$ cat src/rtl/neur_seq_pkg.sv
// Shared state encoding and bias/shift/mode word layout for the neural-unit sequencer.
package neur_seq_pkg;

   typedef enum logic [2:0] {
      ST_IDLE   = 3'd0,
      ST_BIAS   = 3'd1,
      ST_STREAM = 3'd2,
      ST_DRAIN  = 3'd3,
      ST_FETCH  = 3'd4,
      ST_OUTPUT = 3'd5
   } neur_seq_state_e;

   localparam int BSM_MODE_LSB = 0;
   localparam int BSM_MODE_MSB = 2;
   localparam int BSM_SH_W     = 5;
   localparam int BSM_SH0_LSB  = 6;
   localparam int BSM_SH1_LSB  = 13;
   localparam int BSM_SH2_LSB  = 20;
   localparam int BSM_SH3_LSB  = 27;

   // Builds a bias/shift/mode word; unused bit positions stay zero.
   function automatic logic [31:0] bsm_pack(
      input logic [2:0] mode,
      input logic [4:0] sh0,
      input logic [4:0] sh1,
      input logic [4:0] sh2,
      input logic [4:0] sh3
   );
      logic [31:0] w;
      w = '0;
      w[BSM_MODE_MSB:BSM_MODE_LSB] = mode;
      w[BSM_SH0_LSB +: BSM_SH_W]   = sh0;
      w[BSM_SH1_LSB +: BSM_SH_W]   = sh1;
      w[BSM_SH2_LSB +: BSM_SH_W]   = sh2;
      w[BSM_SH3_LSB +: BSM_SH_W]   = sh3;
      return w;
   endfunction

endpackage

$ cat src/rtl/neur_seq_ctrl.sv
// Job sequencer in front of the neural unit: bias load, pair streaming,
// pipeline drain, result fetch and a ready/valid result port.
module neur_seq_ctrl
   import neur_seq_pkg::*;
#(
   parameter int LEN_W     = 16,
   parameter int DRAIN_CYC = 4
) (
   input  logic             clk_i,
   input  logic             rst_i,
   input  logic             start_i,
   input  logic [31:0]      cfg_bias_i,
   input  logic [31:0]      cfg_bsm_i,
   input  logic [LEN_W-1:0] cfg_len_i,
   output logic             busy_o,
   output logic             done_o,
   input  logic             data_valid_i,
   output logic             data_ready_o,
   input  logic [31:0]      data_weight_i,
   input  logic [31:0]      data_input_i,
   output logic             nu_bias_in_o,
   output logic             nu_valid_in_o,
   output logic             nu_get_res_o,
   output logic [31:0]      nu_bias_shift_mode_o,
   output logic [31:0]      nu_weights_o,
   output logic [31:0]      nu_input_val_o,
   input  logic             nu_valid_out_i,
   input  logic [31:0]      nu_output_val_i,
   output logic             res_valid_o,
   input  logic             res_ready_i,
   output logic [31:0]      res_data_o
);

   // One extra counter bit so the maximum length terminates without wrapping.
   localparam int CNT_W = LEN_W + 1;
   localparam int DRN_W = (DRAIN_CYC > 1) ? $clog2(DRAIN_CYC) : 1;
   localparam logic [DRN_W-1:0] DRN_LAST = DRN_W'(DRAIN_CYC - 1);

   neur_seq_state_e  r_state;
   neur_seq_state_e  w_state_nxt;
   logic [31:0]      r_bias;
   logic [31:0]      r_bsm;
   logic [31:0]      r_result;
   logic [CNT_W-1:0] r_len;
   logic [CNT_W-1:0] r_cnt;
   logic [CNT_W-1:0] w_cnt_inc;
   logic [DRN_W-1:0] r_drain;
   logic             w_pair_hs;
   logic             w_last_pair;

   assign w_pair_hs   = (r_state == ST_STREAM) && data_valid_i;
   assign w_cnt_inc   = r_cnt + CNT_W'(1);
   assign w_last_pair = (w_cnt_inc == r_len);

   always_ff @(posedge clk_i or posedge rst_i) begin
      if (rst_i) begin
         r_state <= ST_IDLE;
      end else begin
         r_state <= w_state_nxt;
      end
   end

   always_ff @(posedge clk_i or posedge rst_i) begin
      if (rst_i) begin
         r_bias   <= '0;
         r_bsm    <= '0;
         r_len    <= '0;
         r_cnt    <= '0;
         r_drain  <= '0;
         r_result <= '0;
      end else begin
         if ((r_state == ST_IDLE) && start_i) begin
            r_bias <= cfg_bias_i;
            r_bsm  <= cfg_bsm_i;
            r_len  <= {1'b0, cfg_len_i};
            r_cnt  <= '0;
         end
         if (w_pair_hs) begin
            r_cnt <= w_cnt_inc;
         end
         if (r_state == ST_DRAIN) begin
            r_drain <= r_drain + DRN_W'(1);
         end else begin
            r_drain <= '0;
         end
         // Valid-out pulses seen outside FETCH belong to bias/data strobes.
         if ((r_state == ST_FETCH) && nu_valid_out_i) begin
            r_result <= nu_output_val_i;
         end
      end
   end

   always_comb begin
      w_state_nxt = r_state;
      case (r_state)
         ST_IDLE: begin
            if (start_i) w_state_nxt = ST_BIAS;
         end
         ST_BIAS: begin
            if (r_len == '0) w_state_nxt = ST_DRAIN;
            else             w_state_nxt = ST_STREAM;
         end
         ST_STREAM: begin
            if (w_pair_hs && w_last_pair) w_state_nxt = ST_DRAIN;
         end
         ST_DRAIN: begin
            if (r_drain == DRN_LAST) w_state_nxt = ST_FETCH;
         end
         ST_FETCH: begin
            if (nu_valid_out_i) w_state_nxt = ST_OUTPUT;
         end
         ST_OUTPUT: begin
            if (res_ready_i) w_state_nxt = ST_IDLE;
         end
         default: w_state_nxt = ST_IDLE;
      endcase
   end

   // Handshake rule: a transfer happens in any cycle where valid and ready are both high.
   always_comb begin
      busy_o               = (r_state != ST_IDLE);
      done_o               = 1'b0;
      data_ready_o         = 1'b0;
      nu_bias_in_o         = 1'b0;
      nu_valid_in_o        = 1'b0;
      nu_get_res_o         = 1'b0;
      nu_bias_shift_mode_o = (r_state != ST_IDLE) ? r_bsm : 32'h0;
      nu_weights_o         = 32'h0;
      nu_input_val_o       = 32'h0;
      res_valid_o          = 1'b0;
      res_data_o           = 32'h0;
      case (r_state)
         ST_BIAS: begin
            nu_bias_in_o = 1'b1;
            nu_weights_o = r_bias;
         end
         ST_STREAM: begin
            data_ready_o  = 1'b1;
            nu_valid_in_o = data_valid_i;
            if (data_valid_i) begin
               nu_weights_o   = data_weight_i;
               nu_input_val_o = data_input_i;
            end
         end
         ST_FETCH: begin
            nu_get_res_o = 1'b1;
         end
         ST_OUTPUT: begin
            res_valid_o = 1'b1;
            res_data_o  = r_result;
            done_o      = res_ready_i;
         end
         default: ;
      endcase
   end

endmodule
$ cat config.mk
export PLATFORM = sky130hd
export DESIGN_NAME = neur_seq_ctrl
export DESIGN_NICKNAME = d
export VERILOG_FILES = /design/src/rtl/neur_seq_pkg.sv /design/src/rtl/neur_seq_ctrl.sv
export SDC_FILE = /design/constraint.sdc
export NUM_CORES = 1
export LEC_CHECK = 0
export ABC_AREA = 1
export CAP_MARGIN = 20
export CORE_MARGIN = 1.5
export CORE_UTILIZATION = 45
export DETAILED_ROUTE_END_ITERATION = 8
export PLACE_DENSITY = 0.87
export SETUP_SLACK_MARGIN = 0.15
export SLEW_MARGIN = 5
export SYNTH_ARGS = -nofsm -noshare
export SYNTH_HDL_FRONTEND = slang
export SYNTH_SLANG_ARGS = --single-unit
$ cat constraint.sdc
create_clock -name clk_i -period 12.15 [get_ports clk_i]
set_clock_uncertainty 0.1 [all_clocks]
set_input_delay 3.0375 -clock clk_i [delete_from_list [all_inputs] [get_ports clk_i]]
set_output_delay 3.0375 -clock clk_i [all_outputs]
set_load 0.01 [all_outputs]
==> key figures, run 1 <==
Worst setup path
  – Critical Path End Type: output port
  – Crit path cell chain: clkdlybuf4s50_1 > buf_8 > nand2_2 > inv_1 > buf_16 > a22o_1 > clkdlybuf4s50_1
  – CP max stage cell: clkdlybuf4s50_1
  – CP arrival: 5.77 ns
  – Critical path fanouts, max: 32
  – Crit path kind: input pin to output port
  – Most frequent CP cell: clkdlybuf4s50_1
  – Critical path startpoint category: input pin
  – CP required: roughly 9 ns
  – Critical path's largest stage delay: a little under 0.9 ns

Yosys
  – Syn_area_per_cell: approximately 8 um^2
  – Library cells used by synthesis: 31
  – Number of synthesized flops with an enable pin: 0
  – Syn nets: between 1000 and 1500
  – Syn Inst Count: about 840
  – Count leader, synth: nor2_1
  – FF+latch count, synth: ~130
  – Register area share after synthesis: 0.493
  – Prevailing post-synth register cell: dfrtp_1
  – Synth area leader: dfrtp_1
  – Warnings, synthesis: 0
  – Post-synth top cells: nor2_1, dfrtp_1, nand2_1
  – Post-Synthesis Cell Area: between 6000 and 7000 um^2
  – Share of the synthesized area in the top cell type: 0.493
  – Largest cells by area after synthesis: dfrtp_1, nor2_1, nand2_1
  – Ys async rst share: 1.00

Floorplanning
  – Die H: approximately 130 um
  – Die area: between 15000 and 20000 um^2
  – FP Rows: between 40 and 50
  – # IOs: between 300 and 400
  – Core area: ~15000 um^2
  – Die width: 126 um
  – Starting Density: 0.464

Clock tree
  – CTS Root Cell: clkbuf_16
  – Postcts setup bufs: 0
  – # hold bufs at CTS: 0
  – H-Tree Depth: 4
  – Worst-Skew Late Latency: ~0.42 ns
  – Max clock buf depth: 2
  – Post-CTS resize count: 0
  – CTS tree: done
  – Clock Sinks: 134
  – Clock transition at path regs: around 0.06 ns
  – CTS buffer count: 17

Placed design
  – GPL Wtd Cong: ~0.87
  – DP Wirelength: 16300 um
  – Buffers on Ports: about 320
  – Worst slack at placement: a little under 3 ns

GRT
  – GRT Util Overall: 0.280
  – Largest net degree at the start of global routing: between 70 and 80
  – Total grt overflow: 0
  – Initial antenna violation count: 0
  – First-pass GRT wire length: ~35000 um
  – Number of global-route vias before repair: around 6900

Timing
  – Hold Slack: approximately 0.33 ns
  – Hold Violations, Final: 0
  – Rel. slew slack: 0.363
  – Final min period: a little under 9 ns
  – RSZ-0062 raised after global routing: false
  – Max Slew Vio Count: 0
  – F_max: about 110 MHz
  – Final setup viols: 0
  – Worst slew pin tran: between 0.9 and 1 ns
  – Final setup TNS: 0 ns
  – Final period utilization: 0.733
  – Worst setup margin: about 3.2 ns

Power
  – Total chip power: about 2.3 mW
  – VDD IR max: around 0.00021 V
  – Pwr dens: about 220 nW/um^2
  – Static leakage: 4.86 nW

Routing
  – DR pass1 iterations: 9
  – Initial drt markers: ~500
  – DRT antenna net count: 0
  – Remaining DRCs: 1
  – Vias per inst: about 5.2
  – Routed length per instance: around 16 um
  – WL final: between 20000 and 25000 um
  – Detailed-route via count: 6887

Finish
  – Final nets: roughly 1300
  – Fillers: 1046
  – Layout cells sized above 1: 0.0704
  – Ant. Diodes: 0
  – P&R area growth vs syn: 57.7%

Hold path
  – Worst Hold Class: flop to flop

Status
  – Failing checks: design-rule violations
  – Status: finished with violations

Job
  – Max-cap violations: 0
[power breakdown]
group	total (mW)	switching [mW]	internal (mW)
registers	0.743	0.103	0.639
logic	1.07	0.529	0.536
clock network	0.500	0.204	0.296
total	2.31	0.837	1.47
[registers in the layout (all words and copies together), names as in the netlist]
register and flops:
r_bias 32, r_bsm 32, r_result 32, r_cnt 17, r_len 16, r_state 3, r_drain 2
[metrics by stage]
stage          std cells  instance area (um^2)  utilization
6_report            1334                 10700        0.732
5_1_grt             1334                 10700        0.732
4_1_cts             1332                 10700        0.730
3_5_place_dp        1300                 10100        0.691
3_3_place_gp        1298                 10100        0.688
2_1_floorplan        836                  6800            -
[worst max-delay path: cells and delay by family]
kind | cells | cell delay (ns)
and+or+nand+nor | 1 | 0.19
AOI/OAI and AO/OA | 1 | 0.18
buffers and inverters | 5 | 2.33
[layer usage]
metal	GRT usage	vias up	routed length (um)
li1	-	3274	-
met4	0.121	0	782
met1	0.333	3289	8520
met3	0.0714	60	1340
met5	0	-	0
met2	0.482	264	11400
[final timing paths]
kind                         startpoint               end  slack [ns]  depth (start not counted)
hold reg to reg              r_drain[0]        r_drain[0]        0.33                          1
hold / removal               r_drain[0]        r_drain[0]        0.33                          1
setup reg to reg             r_state[1]        r_bias[29]        9.40                          7
max in group asynchronous         rst_i        r_bias[15]        7.52                          3
min in group asynchronous         rst_i         r_bsm[11]        3.03                          2
setup / recovery           data_valid_i  nu_weights_o[10]        3.25                          7
[cells in the final DEF (no fill, tap or decap), types with 3 or more instances in the layout]
cell,n
a21oi_1,75
a22o_1,32
buf_4,3
clkbuf_16,17
clkdlybuf4s50_1,316
clkinv_4,3
dfrtp_1,134
inv_1,103
inv_2,4
inv_6,3
mux2_1,21
mux2_2,16
nand2_1,110
nand2_2,8
nand3_1,33
nand4_1,14
nor2_1,194
nor2_2,6
nor2_4,3
nor3_1,3
o21ai_0,8
o21ai_1,3
o22ai_1,9
xor2_1,3
[logic make-up (layout without fill, tap and decap cells)]
logic type,Yosys count,after routing,synth area share
simple gates,379,379,0.234
buf+inv,151,465,0.0847
flops,134,134,0.493
compound gates,127,127,0.113
mux,37,37,0.0613
xor+xnor,6,6,0.00976
fa+ha+maj,2,2,0.00368
[layout make-up]
cell class / instances / area [um^2] / area share
clock buffers: 20 / 457 / 0.0426
flip-flops and latches: 134 / 3350 / 0.313
repair buffers: 323 / 3260 / 0.304
inverters: 110 / 415 / 0.0387
well taps: 184 / 230 / 0.0215
clock inverters: 12 / 119 / 0.0111
multi-input cells: 551 / 2890 / 0.269
(Power assumes the default switching activity.)
==> inputs of run 2 (changes only) <==
--- a/config.mk
+++ b/config.mk
@@ -8,9 +8,9 @@
 export ABC_AREA = 1
 export CAP_MARGIN = 20
 export CORE_MARGIN = 1.5
-export CORE_UTILIZATION = 45
+export CORE_UTILIZATION = 38
 export DETAILED_ROUTE_END_ITERATION = 8
-export PLACE_DENSITY = 0.87
+export PLACE_DENSITY = 0.78
 export SETUP_SLACK_MARGIN = 0.15
 export SLEW_MARGIN = 5
 export SYNTH_ARGS = -nofsm -noshare
==> constraint.sdc (replaced) <==
create_clock -name clk_i -period 7.8 [get_ports clk_i]
set_clock_uncertainty 0.1 [all_clocks]
set_input_delay 1.95 -clock clk_i [delete_from_list [all_inputs] [get_ports clk_i]]
set_output_delay 1.95 -clock clk_i [all_outputs]
set_load 0.01 [all_outputs]
==> key figures, run 2 (same netlist as run 1, synthesis figures left out) <==
Timing
  – Final period utilization: 0.810
  – Worst slew pin tran: ~0.95 ns
  – Final min period: between 6 and 7 ns
  – Final setup viols: 0
  – F_max: between 150 and 200 MHz
  – Hold Violations, Final: 0
  – Rel. slew slack: 0.365
  – Final setup TNS: 0 ns
  – Max Slew Vio Count: 0
  – RSZ-0062 raised after global routing: false

Worst setup path
  – Critical R2R Launch: r_state[1]
  – Critical path launch point: data_valid_i
  – Slack of the worst reg-to-reg path: 5.00 ns
  – CP arrival: about 4.3 ns
  – CP endpoint: nu_weights_o[11]
  – Critical path startpoint category: input pin
  – Worst Reg-to-Reg Cells: 7
  – Critical path fanouts, max: just over 40
  – Critical Path End Type: output port
  – CP required: approximately 5.8 ns
  – Crit path kind: input pin to output port
  – Worst r2r dst: r_bias[7]

Power
  – Flop pwr share: 0.327
  – Int Power: between 2 and 2.5 mW
  – Switching Share: 0.363
  – Switching power: roughly 1.3 mW
  – Static leakage: 4.84 nW
  – Logic pwr share: 0.466
  – Pwr dens: ~330 nW/um^2
  – VDD IR max: around 0.00025 V
  – Clock Power Share: 0.207

Floorplanning
  – Die area: approximately 19000 um^2
  – Die H: 137 um
  – FP Rows: between 40 and 50
  – Die width: roughly 140 um
  – Starting Density: 0.390
  – Core area: approximately 17000 um^2
  – # IOs: roughly 320

Routing
  – Routed length per instance: roughly 15 um
  – WL final: 20900 um
  – Initial drt markers: roughly 460
  – Detailed-route via count: 6655
  – Remaining DRCs: 0
  – DRT antenna net count: 0
  – DR pass1 iterations: 5
  – Vias per inst: just under 5

GRT
  – Initial antenna violation count: 0
  – Largest net degree at the start of global routing: 76
  – GRT Util Overall: 0.224
  – Total grt overflow: 0
  – First-pass GRT wire length: 32400 um
  – Number of global-route vias before repair: ~6300

Placed design
  – Buffers on Ports: between 300 and 400
  – GPL Wtd Cong: 0.859
  – DP Wirelength: roughly 15000 um
  – Placed inst area: a little over 10000 um^2

Hold path
  – Worst Hold Class: flop to flop

Finish
  – Cell area after layout: 10700 um^2
  – Fillers: between 1000 and 1500
  – Final nets: around 1300
  – Ant. Diodes: 0
  – P&R area growth vs syn: 57.4%
  – Layout cells sized above 1: 0.0704
  – Commonest non-fill, non-tap cell in the layout: clkdlybuf4s50_1
  – Biggest regs: r_bias (32), r_bsm (32), r_result (32)
  – Most frequent cells in the layout: clkdlybuf4s50_1, nor2_1, dfrtp_1, nand2_1, inv_1

Clock tree
  – CTS tree: done
  – Clock Sinks: roughly 130
  – CTS buffer count: 17
  – Post-CTS resize count: 0
  – Postcts setup bufs: 0
  – Clock transition at path regs: ~0.05 ns
  – H-Tree Depth: 4
  – Worst-Skew Late Latency: approximately 0.42 ns
  – CTS Root Cell: clkbuf_16
  – # hold bufs at CTS: 0
  – Max clock buf depth: 2

Job
  – Max-cap violations: 0

Status
  – Status: finished clean
==> run 2: cell type report <==
class	instances	area, um^2	share of cell area
multi-input combinational	551	2890	0.270
tap	225	282	0.0263
clock inverter	14	98.8	0.00924
timing repair buffer	323	3240	0.302
clock buffer	18	429	0.0401
sequential	134	3350	0.313
inverter	110	415	0.0388
==> run 2: layer usage <==
metal  GRT usage  vias to the layer above  wire length [um]
met1       0.288                     3173              8740
met5           0                        -                 0
met2       0.370                      184             10600
met3      0.0526                       33              1090
li1            -                     3265                 -
met4      0.0798                        0               451
==> run 2: worst max-delay path, cell delays in order <==
cell and delay, ns:
clkdlybuf4s50_1 0.46, buf_4 0.31, nand2_2 0.26, inv_1 0.11, buf_4 0.40, a22o_1 0.21, clkdlybuf4s50_1 0.54
==> run 2: per-stage QoR <==
stage / total power [mW] / utilization / setup WS (ns) / std cells / hold WS [ns]
6_report: 3.50 / 0.614 / 1.48 / 1375 / 0.334
5_1_grt: 3.73 / 0.614 / 1.34 / 1375 / 0.371
4_1_cts: 3.53 / 0.613 / 1.51 / 1374 / 0.334
3_5_place_dp: 2.78 / 0.583 / 1.51 / 1342 / 0.326
3_3_place_gp: 2.74 / 0.582 / 1.56 / 1341 / 0.322
2_1_floorplan: 1.99 / - / 2.17 / 836 / 0.310
==> run 2: worst min path at each step <==
stage | startpoint | endpoint | slack (ns) | cells after the start
floorplan | r_drain[0] | r_drain[0] | 0.31 | 1
global placement | r_drain[0] | r_drain[0] | 0.32 | 1
detailed placement | r_drain[0] | r_drain[0] | 0.33 | 1
CTS | r_drain[0] | r_drain[0] | 0.33 | 1
global route | r_drain[0] | r_drain[0] | 0.37 | 1
finish | r_drain[0] | r_drain[0] | 0.33 | 1
==> run 2: power groups by stage <==
stage	Sequential, mW	Clock [mW]	Combinational [mW]
floorplan	1.10	0	0.895
global placement	1.15	0	1.59
detailed placement	1.15	0	1.63
CTS	1.14	0.738	1.64
global route	1.17	0.773	1.79
finish	1.15	0.727	1.63
==> inputs of run 3 (changes only) <==
--- a/config.mk
+++ b/config.mk
@@ -8,9 +8,9 @@
 export ABC_AREA = 1
 export CAP_MARGIN = 20
 export CORE_MARGIN = 1.5
-export CORE_UTILIZATION = 38
+export CORE_UTILIZATION = 42
 export DETAILED_ROUTE_END_ITERATION = 8
-export PLACE_DENSITY = 0.78
+export PLACE_DENSITY = 0.82
 export SETUP_SLACK_MARGIN = 0.15
 export SLEW_MARGIN = 5
 export SYNTH_ARGS = -nofsm -noshare
==> constraint.sdc (replaced) <==
create_clock -name clk_i -period 6.5 [get_ports clk_i]
set_clock_uncertainty 0.1 [all_clocks]
set_input_delay 1.625 -clock clk_i [delete_from_list [all_inputs] [get_ports clk_i]]
set_output_delay 1.625 -clock clk_i [all_outputs]
set_load 0.01 [all_outputs]
==> key figures, run 3 (same netlist as run 1, synthesis figures left out) <==
Timing
  – Max Slew Vio Count: 0
  – Hold Violations, Final: 0
  – F_max: 187 MHz
  – Final period utilization: 0.824
  – RSZ-0062 raised after global routing: false
  – Rel. slew slack: 0.335
  – Worst slew pin tran: approximately 1 ns
  – Final setup TNS: 0 ns
  – Hold Slack: ~0.37 ns
  – Worst setup margin: 1.14 ns
  – Final setup viols: 0
  – Final min period: around 5.4 ns

GRT
  – Number of global-route vias before repair: between 6000 and 7000
  – Largest net degree at the start of global routing: 73
  – GRT Util Overall: 0.241
  – First-pass GRT wire length: roughly 32000 um
  – Total grt overflow: 0
  – Initial antenna violation count: 0

Job
  – Max-cap violations: 0

Placed design
  – DP Wirelength: 15300 um
  – Worst slack at placement: 1.18 ns
  – GPL Wtd Cong: approximately 0.9
  – Buffers on Ports: ~320
  – Placed Cells: roughly 1300
  – Placed inst area: about 10000 um^2

Clock tree
  – CTS buffer count: 17
  – # hold bufs at CTS: 0
  – Post-CTS resize count: 0
  – Max clock buf depth: 2
  – Worst-Skew Late Latency: 0.42 ns
  – H-Tree Depth: 4
  – Clock transition at path regs: about 0.06 ns
  – CTS Root Cell: clkbuf_16
  – Clock Sinks: around 130
  – Postcts setup bufs: 0
  – CTS tree: done

Routing
  – Detailed-route via count: about 6700
  – DRT antenna net count: 0
  – Vias per inst: slightly below 5
  – DR pass1 iterations: 4
  – Remaining DRCs: 0
  – Routed length per instance: about 15 um
  – Initial drt markers: between 300 and 400
  – WL final: between 20000 and 25000 um

Hold path
  – Hold Startpoint: r_drain[0]
  – Worst Hold Class: flop to flop

Worst setup path
  – Top delay family on crit path: buffers and inverters
  – CP required: roughly 4.8 ns
  – Critical path's largest stage delay: roughly 0.55 ns
  – Critical R2R Launch: r_state[1]
  – Number of buffers and inverters on the critical path: 4
  – Crit path kind: input pin to output port
  – Critical Path End Type: output port
  – CP max stage cell: clkdlybuf4s50_1
  – Most frequent CP cell: clkdlybuf4s50_1
  – Critical path fanouts, max: 41
  – Worst r2r dst: r_cnt[5]
  – Crit path depth: 6
  – CP endpoint: nu_weights_o[11]
  – Critical path launch point: data_valid_i
  – Worst Reg-to-Reg Cells: 7
  – Crit path cell chain: clkdlybuf4s50_1 > nand2_2 > inv_1 > buf_4 > a22o_1 > clkdlybuf4s50_1
  – CP arrival: about 3.6 ns
  – Slack of the worst reg-to-reg path: roughly 3.8 ns
  – Critical path startpoint category: input pin

Finish
  – Final nets: 1321
  – Fillers: ~1300
  – Biggest regs: r_bias (32), r_bsm (32), r_result (32)
  – Layout cells sized above 1: 0.0696
  – Cell area after layout: ~11000 um^2
  – Commonest non-fill, non-tap cell in the layout: clkdlybuf4s50_1
  – Cell Count, Final, Fillers Out: around 1400
  – P&R area growth vs syn: 58.2%
  – Final Core Density: 0.679
  – Ant. Diodes: 0
  – Most frequent cells in the layout: clkdlybuf4s50_1, nor2_1, dfrtp_1, nand2_1, inv_1
  – Sequential cell area: approximately 3400 um^2
  – Multi-input gate area: roughly 2900 um^2

Floorplanning
  – Die area: approximately 17000 um^2
  – Starting Density: 0.429
  – Core area: roughly 16000 um^2
  – Die H: about 130 um
  – Die width: about 130 um
  – FP Rows: 46
  – # IOs: around 320

Power
  – VDD IR max: ~0.00026 V
  – Total chip power: around 4.3 mW
  – Pwr dens: approximately 400 nW/um^2
  – Static leakage: between 4 and 5 nW

Status
  – Status: finished clean
==> run 3: cell types whose count changed in the layout (fill, tap and decap cells not counted), sizes merged <==
cell,change
inv,-1
bufinv,+2
clkinv,-4
clkinvlp,+2
clkbuf,+1
==> run 3: worst min-delay path by stage <==
stage            endpoint  cells after the start
5_1_grt        r_drain[0]                      1
3_5_place_dp   r_drain[0]                      1
2_1_floorplan  r_drain[0]                      1
4_1_cts        r_drain[0]                      1
3_3_place_gp   r_drain[0]                      1
6_report       r_drain[0]                      1
==> run 3: per-layer routing <==
metal / GRT usage / vias up / wire length, um
met3: 0.0746 / 25 / 1190
met1: 0.305 / 3191 / 8500
met5: 0 / - / 0
li1: - / 3279 / -
met2: 0.398 / 182 / 10800
met4: 0.0739 / 0 / 357
==> run 3: power breakdown <==
part           internal (mW)  switching, mW
clock network          0.570          0.383
logic                  0.998          0.974
registers               1.19          0.180
total                   2.76           1.54
==> run 3: final cells by class <==
type | instances | area share
multi-input combinational | 551 | 0.268
timing repair buffer | 323 | 0.302
clock inverter | 13 | 0.0137
inverter | 110 | 0.0386
clock buffer | 19 | 0.0403
tap | 216 | 0.0251
sequential | 134 | 0.312
